[src/rtl/pwr_seq_ctrl.sv]
// pwr_seq_ctrl
// Sequenced power-domain enable controller. It maps a select code to either a
// one-hot block enable or an LDO enable plus one load enable. It inserts a
// break-before-make drain between codes and an LDO settle interval before
// any LDO load is connected.
//
// Code map:
//   0                          all off
//   1..N_BLK                   block enable bit code-1
//   N_BLK+1                    LDO_en (bit N_BLK) only
//   N_BLK+1+j (j=1..N_LOAD)    LDO_en | load bit N_BLK+j
//   anything larger            invalid; pulses err
//
// Ports:
//   clk      system clock
//   rst      asynchronous active-high reset; drops every enable at once
//   req      single-cycle request strobe, samples sel
//   sel      requested code
//   out      enable vector: [N_BLK-1:0] blocks, [N_BLK] LDO_en, [N_BLK+N_LOAD:N_BLK+1] loads
//   cur_sel  code currently applied
//   busy     high while a drain or settle sequence is running
//   done     one-cycle pulse when the target pattern is applied
//   err      one-cycle pulse when an invalid code is requested
module pwr_seq_ctrl #(
    parameter int N_BLK      = 7,
    parameter int N_LOAD     = 7,
    parameter int SEL_W      = 4,
    parameter int OFF_CYC    = 4,
    parameter int SETTLE_CYC = 16
) (
    input  logic                     clk,
    input  logic                     rst,
    input  logic                     req,
    input  logic [SEL_W-1:0]         sel,
    output logic [N_BLK+N_LOAD:0]    out,
    output logic [SEL_W-1:0]         cur_sel,
    output logic                     busy,
    output logic                     done,
    output logic                     err
);

    localparam int OUT_W   = N_BLK + N_LOAD + 1;
    localparam int MAX_CYC = (OFF_CYC > SETTLE_CYC) ? OFF_CYC : SETTLE_CYC;
    localparam int CNT_W   = (MAX_CYC > 1) ? $clog2(MAX_CYC) : 1;

    localparam logic [SEL_W:0]     MAX_CODE    = (SEL_W+1)'(N_BLK + N_LOAD + 1);
    localparam logic [SEL_W-1:0]   LDO_CODE    = SEL_W'(N_BLK + 1);
    localparam logic [OUT_W-1:0]   LDO_ONLY    = OUT_W'(1) << N_BLK;
    localparam logic [CNT_W-1:0]   OFF_LOAD    = CNT_W'(OFF_CYC - 1);
    localparam logic [CNT_W-1:0]   SETTLE_LOAD = CNT_W'(SETTLE_CYC - 1);

    if (N_BLK + N_LOAD + 1 > (1 << SEL_W) - 1) begin : g_bad_sel_w
        $error("pwr_seq_ctrl: SEL_W too narrow for N_BLK+N_LOAD+1 codes");
    end
    if (OFF_CYC < 1 || SETTLE_CYC < 1) begin : g_bad_cyc
        $error("pwr_seq_ctrl: OFF_CYC and SETTLE_CYC must be at least 1");
    end

    typedef enum logic [1:0] {
        ST_STABLE,
        ST_DRAIN,
        ST_SETTLE
    } state_t;

    // Every valid code lights bit code-1; load codes additionally keep LDO_en.
    function automatic logic [OUT_W-1:0] pattern(input logic [SEL_W-1:0] code);
        logic [OUT_W-1:0] p;
        p = '0;
        if (code != '0) begin
            p = OUT_W'(1) << (code - 1'b1);
            if (code > LDO_CODE) p = p | LDO_ONLY;
        end
        return p;
    endfunction

    function automatic logic is_ldo(input logic [SEL_W-1:0] code);
        return code >= LDO_CODE;
    endfunction

    state_t           state, state_next;
    logic [CNT_W-1:0] cnt, cnt_next;
    logic [SEL_W-1:0] tgt, tgt_next;
    logic [SEL_W-1:0] pend, pend_next;
    logic             pend_vld, pend_vld_next;
    logic [OUT_W-1:0] out_next;
    logic [SEL_W-1:0] cur_next;
    logic             done_next, err_next;
    logic             sel_ok, req_ok;
    logic             start;
    logic [SEL_W-1:0] start_code;

    // One spare bit so the range check stays meaningful when every code is valid.
    assign sel_ok = {1'b0, sel} <= MAX_CODE;
    assign req_ok = req && sel_ok;
    assign busy   = (state != ST_STABLE);

    // NOTE: state registers use non-blocking assignments so every flop samples
    // the pre-edge values regardless of block ordering.
    always_ff @(posedge clk or posedge rst) begin
        if (rst) begin
            state    <= ST_STABLE;
            cnt      <= '0;
            tgt      <= '0;
            pend     <= '0;
            pend_vld <= 1'b0;
            out      <= '0;
            cur_sel  <= '0;
            done     <= 1'b0;
            err      <= 1'b0;
        end else begin
            state    <= state_next;
            cnt      <= cnt_next;
            tgt      <= tgt_next;
            pend     <= pend_next;
            pend_vld <= pend_vld_next;
            out      <= out_next;
            cur_sel  <= cur_next;
            done     <= done_next;
            err      <= err_next;
        end
    end

    always_comb begin
        // NOTE: every signal gets a default before the case so no path can
        // leave one unassigned and infer a latch.
        state_next    = state;
        cnt_next      = cnt;
        tgt_next      = tgt;
        pend_next     = pend;
        pend_vld_next = pend_vld;
        out_next      = out;
        cur_next      = cur_sel;
        done_next     = 1'b0;
        err_next      = req && !sel_ok;
        start         = 1'b0;
        start_code    = '0;

        case (state)
            ST_STABLE: begin
                // A live request beats a queued one; either way the slot empties.
                if (req_ok) begin
                    start         = 1'b1;
                    start_code    = sel;
                    pend_vld_next = 1'b0;
                end else if (pend_vld) begin
                    start         = 1'b1;
                    start_code    = pend;
                    pend_vld_next = 1'b0;
                end

                if (start && start_code != cur_sel) begin
                    tgt_next = start_code;
                    if (cur_sel == '0) begin
                        if (is_ldo(start_code)) begin
                            out_next   = LDO_ONLY;
                            state_next = ST_SETTLE;
                            cnt_next   = SETTLE_LOAD;
                        end else begin
                            out_next  = pattern(start_code);
                            cur_next  = start_code;
                            done_next = 1'b1;
                        end
                    end else if (is_ldo(cur_sel) && is_ldo(start_code)) begin
                        // Swap loads without dropping the regulator.
                        out_next   = LDO_ONLY;
                        state_next = ST_DRAIN;
                        cnt_next   = OFF_LOAD;
                    end else begin
                        out_next   = '0;
                        state_next = ST_DRAIN;
                        cnt_next   = OFF_LOAD;
                    end
                end
            end

            ST_DRAIN, ST_SETTLE: begin
                if (req_ok) begin
                    pend_next     = sel;
                    pend_vld_next = 1'b1;
                end

                if (cnt != '0) begin
                    cnt_next = cnt - 1'b1;
                end else if (state == ST_DRAIN && is_ldo(tgt) && !out[N_BLK]) begin
                    // LDO was off during the drain, so it must settle first.
                    out_next   = LDO_ONLY;
                    state_next = ST_SETTLE;
                    cnt_next   = SETTLE_LOAD;
                end else begin
                    out_next   = pattern(tgt);
                    cur_next   = tgt;
                    done_next  = 1'b1;
                    state_next = ST_STABLE;
                end
            end

            default: state_next = ST_STABLE;
        endcase
    end

endmodule

[config.mk]
export PLATFORM = sky130hd
export DESIGN_NAME = pwr_seq_ctrl
export DESIGN_NICKNAME = d
export VERILOG_FILES = /design/src/rtl/pwr_seq_ctrl.sv
export SDC_FILE = /design/constraint.sdc
export NUM_CORES = 1
export LEC_CHECK = 0
export BUFFER_PORTS_ARGS = -buffer_cell sky130_fd_sc_hd__clkbuf_2
export CAP_MARGIN = 5
export CORE_UTILIZATION = 52
export DETAILED_ROUTE_END_ITERATION = 10
export PLACE_DENSITY = 0.84
export SETUP_SLACK_MARGIN = 0.05
export SKIP_LAST_GASP = 1
export SLEW_MARGIN = 20
export SYNTH_ARGS = -nofsm -noshare
export SYNTH_HDL_FRONTEND = slang
export SYNTH_SLANG_ARGS = --single-unit
[constraint.sdc]
create_clock -name clk -period 2.15 [get_ports clk]
set_input_delay 0.43 -clock clk [delete_from_list [all_inputs] [get_ports clk]]
set_output_delay 0.43 -clock clk [all_outputs]
set_load 0.1 [all_outputs]
# After elaboration in Yosys (flattened, before gate mapping)
# Index checks and enable logic that the tools add are counted.
# W data, S select, Z words.
[word_totals]
regBits = 35
inputBits = 7
output_inout_bits = 22
word_cells = 92
[classes]
n_addsub = 3
order_cmp = 5
eq_ne = 11
shift = 2
n_mux = 43
n_reduce_logical = 20
[op_table]
columns = ["cell", "n"]
rows = [
  ["$mux W15", 7],
  ["$mux W4", 13],
  ["$pmux W15 S2", 1],
  ["$shl A1 B4 Y15 const A", 2],
  ["$mux W8", 3],
  ["$pmux W4 S2", 2],
  ["$ge A4 B4 Y1 const B", 3],
  ["$ne A2 B2 Y1 const B", 6],
  ["$reduce_bool A4 Y1", 3],
  ["$sub A4 B1 Y4 const B", 3],
  ["$mux W2", 5],
  ["$mux W1", 9],
  ["$gt A4 B4 Y1 const B", 2],
  ["$ne A3 B3 Y1 const B", 2],
  ["$reduce_and A2 Y1", 3],
  ["$reduce_and A3 Y1", 2],
  ["$reduce_and A6 Y1", 1],
  ["$logic_and A1 B1 Y1", 4],
  ["$logic_not A4 Y1", 1],
  ["$ne A4 B4 Y1", 1],
  ["$pmux W1 S2", 2],
  ["$pmux W2 S2", 1],
  ["$reduce_and A4 Y1", 1],
  ["$reduce_bool A2 Y1", 2],
  ["5 further kinds", 5],
]

# Depth between registers and ports, before layout
[logic_depth]
word_depth = 11
ltp_mapped = 8
depth_no_buf = 7

# Worst setup path before layout
# Ideal clock, no wire load.
[synth_timing]
kind = "reg2reg"
startpoint = "register state[0]"
endpoint = "register cur_sel[0]"
setup_ns = 0.137
t_arrival_ns = 2.576
required_ns = 2.013
path_slack_ns = -0.563
stages_incl_launch_ff = 9
path_buffers = 2
synth_period_minus_slack_ns = 2.713
cell_sequence = "dfrtp_1 -> inv_1 -> ha_1 -> clkbuf_1 -> inv_1 -> clkbuf_1 -> nand2_1 -> a22oi_1 -> o21ai_0"
[synth_between]
elab_chain_cells = 5
elab_cells_between_ends = 14
cone_classes = "7 x eq/ne; 1 x mux; 6 x reduce/logical"
[synth_lines]
columns = ["element", "line", "text"]
rows = [
  ["from (decl)", "80", "state_t state, state_next;"],
  ["from (signal assigned)", "111", "state <= state_next;"],
  ["$eq A2 B1 Y1", "138, 184", ""],
  ["$logic_and A1 B1 Y1 (2 in series)", "184", "end else if (state == ST_DRAIN && is_ldo(tgt) && !out[N_BLK]) begin"],
  ["$ne A2 B2 Y1 (no source line)", "-", ""],
  ["$reduce_and A6 Y1 (no source line)", "-", ""],
  ["to (signal assigned)", "117", "cur_sel <= cur_next;"],
  ["to (decl)", "36", "output logic [SEL_W-1:0] cur_sel,"],
]
# Several ways; a longest one is shown, not always the timed one.
# A chain may end at the register's enable or synchronous reset.

# Final worst setup path
[layout_timing]
startpoint = "register cnt[1]"
endpoint = "register cur_sel[2]"
[layout_between]
elab_chain_cells = 3
[layout_lines]
columns = ["element", "line", "text"]
rows = [
  ["from (decl)", "81", "logic [CNT_W-1:0] cnt, cnt_next;"],
  ["from (signal assigned)", "112", "cnt <= cnt_next;"],
  ["$reduce_bool A4 Y1", "182", "if (cnt != '0) begin"],
  ["$ne A2 B2 Y1 (no source line)", "-", ""],
  ["$reduce_and A6 Y1 (no source line)", "-", ""],
]
# No other way between the ends.

==> results.md <==
Run status:
- The run finished with clean final reports.

Synthesis:
- Of the total synthesized cell area, the portion taken by XOR and XNOR cells is 0.0242.
- Counting instances in the post-synthesis netlist gives the leading cell types as sky130_fd_sc_hd__dfrtp_1 (35), sky130_fd_sc_hd__nand2_1 (24), sky130_fd_sc_hd__o21ai_0 (17).
- Counting flops with an async set or reset pin after synthesis yields a share of 1.00.
- Each instance of the synthesized netlist takes up on average 9.80 um^2.
- Summing every instance area after synthesis gives about 2200 um^2.
- In this run, synthesis produced a sequential element count of 35.
- Of the total synthesized cell area, the portion taken by full adders, half adders and majority gates is 0.0288.
- Yosys printed 0 warnings.
- The share of synthesized area spent on multiplexers is 0.0920.
- The top cell type by total area after synthesis is sky130_fd_sc_hd__dfrtp_1.
- The synthesized instance count is between 200 and 250.
- The synthesized-area fraction occupied by ao, oa, aoi and oai cells is 0.255.
- The sequential area share after synthesis is 0.403.
- By area the synthesized netlist is led by sky130_fd_sc_hd__dfrtp_1 (40%), sky130_fd_sc_hd__mux2_2 (8.3%), sky130_fd_sc_hd__nand2_1 (4.1%).
- When the netlist entered floorplanning its net count stood at 234.
- The synthesized design contains 0 enable-type register cells.
- Of the total synthesized cell area, the portion taken by AND, OR, NAND and NOR gates is 0.151.
- The predominant post-synthesis flop cell is sky130_fd_sc_hd__dfrtp_1.
- The fraction of synthesized cell area taken by the top area cell type is 0.403.
- The main combinational cell family by area after synthesis is compound AO/OA/AOI/OAI gates.
- The post-synthesis cell type count is 49.
- The most repeated cell in the gate-level netlist after synthesis is sky130_fd_sc_hd__dfrtp_1.

Final layout:
- The count of inserted antenna diode cells is 0.
- Compared with the post-synthesis result, the final layout area differs by 23.2%.
- The share of cells above drive strength 1 is 0.362.
- Across the whole layout, storage elements account for 887 um^2.
- Fill cells in the final layout number 298.
- The finished layout holds 321 standard cells, fillers aside.
- The multi-input combinational cells in the finished layout cover a total of 1230 um^2.
- The final net count is 282.

CTS:
- The clock-pin slew on the worst setup and hold paths is 0.08 ns.
- The cell at the root of the clock tree is sky130_fd_sc_hd__clkbuf_8.
- At the later pin of the worst-skew pair, clock insertion delay measures 0.30 ns.
- After clock tree synthesis, the flow added hold-fix buffers numbering 0.
- The clock passes through at most 2 buffers.
- The clock tree from TritonCTS is built.
- The TritonCTS buffer count is 5.
- The tree built by TritonCTS fans out to 35 sinks.
- The H-tree was split into 2 levels.

STA:
- The final-report hold violation count is 0.
- The max-slew violation total from the final report came to 0.
- Setup violations remaining at the end of the flow were counted as 0.
- The tightest slew margin relative to the limit is 0.475.
- At the pin with the least slew margin, the transition time is 0.786 ns.
- Setup repair after global routing could not meet its margin everywhere.
- Of the available clock period, the critical path in the final layout requires 0.944.
- Subtracting the final worst setup slack from the clock period gives a little over 2 ns.
- The top achievable clock speed is about 0.49 GHz.
- The final worst clock skew is around 0.0063 ns.

Detailed routing:
- The routed length per placed instance is around 17 um.
- The post-detailed-routing wire length is 5.36 mm.
- The count of nets left with antenna violations once routing finished came out at 0.
- The mean number of vias per cell is a little over 6.
- The length of the first detailed-routing pass in iterations is 4.
- The total vias in the final route is 1974.
- The first routing iteration left 114 violations.
- In the routed design, unresolved DRC markers number 0.

Critical path:
- The worst setup path is launched from a register.
- The worst setup path is captured at a register.
- The data required time at the worst endpoint is 2.35 ns.
- The largest fanout on the critical path is 4.
- The critical path data arrival time is 2.23 ns.
- The critical path is of the reg2reg type.

Global route:
- Across every metal layer, demand over resource in global routing totals 0.262.
- The remaining global-route overflow is 0.
- Entering global routing, the biggest net connects 20 pins.
- The initial antenna violation count is 0.
- The wire length of the first global-routing pass is 8.69 mm.
- The number of global-route vias before repair was 1836.

Place:
- The cell count after placement is 310.
- Buffers placed on the I/O ports in this run total 27.
- Detailed placement finished with a half-perimeter wire length of 3.95 mm.
- The routability congestion estimate is a little under 0.9.

Floorplanning:
- The core region is 4000 um^2.
- The horizontal die dimension is 66.7 um.
- 29 I/O pins were placed.
- The floorplan step defined a die boundary enclosing 4450 um^2.
- From bottom edge to top edge, the die measures around 67 um.
- For this configuration, the core starts out at a cell density of 0.544.
- The number of cell rows is 23.

Job:
- Across the run, the number of max-cap violations was 0.

Hold path:
- The worst min-delay path category is in2async.
-- final cells by class --
cell class | count | area share
timing repair buffer | 53 | 0.134
inverter | 11 | 0.0168
multi-input combinational | 164 | 0.460
sequential | 35 | 0.331
tap | 50 | 0.0233
clock buffer | 5 | 0.0257
clock inverter | 3 | 0.00934
-- metal layers --
layer  up-vias  track usage  wire (um)
li1        931            -          -
met1       960        0.345       2290
met2        73        0.424       2720
met3        10       0.0514        274
met4         0       0.0931         83
met5         -            0          0
-- what timing repair did --
item / 4_1_cts / 5_1_grt
gates resized for setup: 2 / 5
setup buffers: 0 / 3
endpoints found under the setup margin: 4 / 13
pin swaps: 0 / 1
hold endpoints to repair: 0 / 0
-- layout by cell type (no fill, tap or decap), types with 2 or more instances in the layout --
cell type	instances
sky130_fd_sc_hd__dfrtp_4	2
sky130_fd_sc_hd__buf_12	2
sky130_fd_sc_hd__a22o_1	4
sky130_fd_sc_hd__dfrtp_1	30
sky130_fd_sc_hd__clkinvlp_4	2
sky130_fd_sc_hd__ha_1	4
sky130_fd_sc_hd__dfrtp_2	3
sky130_fd_sc_hd__nand2b_1	6
sky130_fd_sc_hd__nand3_1	7
sky130_fd_sc_hd__o31ai_1	4
sky130_fd_sc_hd__mux2_2	16
sky130_fd_sc_hd__o21ai_0	17
sky130_fd_sc_hd__nor2_1	4
sky130_fd_sc_hd__nor3_1	5
sky130_fd_sc_hd__o22ai_1	4
sky130_fd_sc_hd__nor2_2	2
sky130_fd_sc_hd__clkbuf_2	26
sky130_fd_sc_hd__inv_1	10
sky130_fd_sc_hd__a21oi_1	5
sky130_fd_sc_hd__nand2_1	24
sky130_fd_sc_hd__o32ai_1	7
sky130_fd_sc_hd__nand3b_1	4
sky130_fd_sc_hd__a2bb2oi_1	3
sky130_fd_sc_hd__clkinv_4	2
sky130_fd_sc_hd__a31oi_2	2
sky130_fd_sc_hd__nor2b_1	3
sky130_fd_sc_hd__o211a_1	2
sky130_fd_sc_hd__a211oi_1	2
sky130_fd_sc_hd__a32o_1	3
sky130_fd_sc_hd__a22oi_1	3
sky130_fd_sc_hd__xnor2_1	6
sky130_fd_sc_hd__a211oi_4	3
sky130_fd_sc_hd__mux2i_1	2
sky130_fd_sc_hd__buf_4	25
sky130_fd_sc_hd__clkbuf_8	5
-- flip-flops by register name, indices dropped and copies added (netlist names) --
| name | count |
|---|---|
| tgt | 4 |
| cnt | 4 |
| pend_vld | 1 |
| state | 2 |
| cur_sel | 4 |
| pend | 4 |
| done | 1 |
| out | 15 |
-- worst paths after layout --
path | start | end | slack (ns) | cells past startpoint
max | cnt[1] | cur_sel[2] | 0.12 | 7
min | rst | out[12] | 0.25 | 2
max reg2reg | cnt[1] | cur_sel[2] | 0.12 | 7
min reg2reg | out[12] | out[12] | 0.50 | 1
max in group asynchronous | rst | out[0] | 1.24 | 3
min in group clk | sel[2] | pend[2] | 0.42 | 2
-- cell families (layout without fill, tap and decap cells) --
family,after synthesis,after routing
AOI/OAI and AO/OA,70,70
and+or+nand+nor,64,64
DFF,35,35
buffers and inverters,23,72
muxes,18,18
xor gates and xnor gates,6,6
adders and majority gates,5,5
other,1,1
-- per-stage QoR --
step	utilization	setup TNS [ns]	cell area [um^2]	hold WS, ns	worst slack, ns
floorplan	-	0	2210	0.516	0.0338
global placement	0.634	0	2530	0.478	0.0755
detailed placement	0.634	0	2530	0.483	0.0327
CTS	0.659	0	2640	0.280	0.0445
global route	0.670	-0.00498	2680	0.323	-0.00498
finish	0.670	0	2680	0.249	0.120
-- worst max-delay path: stages, from the launching register on --
cell and delay [ns]:
sky130_fd_sc_hd__dfrtp_1 0.38, sky130_fd_sc_hd__inv_1 0.11, sky130_fd_sc_hd__ha_2 0.22, sky130_fd_sc_hd__or3b_2 0.48, sky130_fd_sc_hd__a211oi_4 0.26, sky130_fd_sc_hd__buf_4 0.16, sky130_fd_sc_hd__o211ai_1 0.11, sky130_fd_sc_hd__o31ai_1 0.22
Power is left out: the tool's default activity adds up to more than one toggle a clock period on the data nets, which glitch-free logic cannot reach.
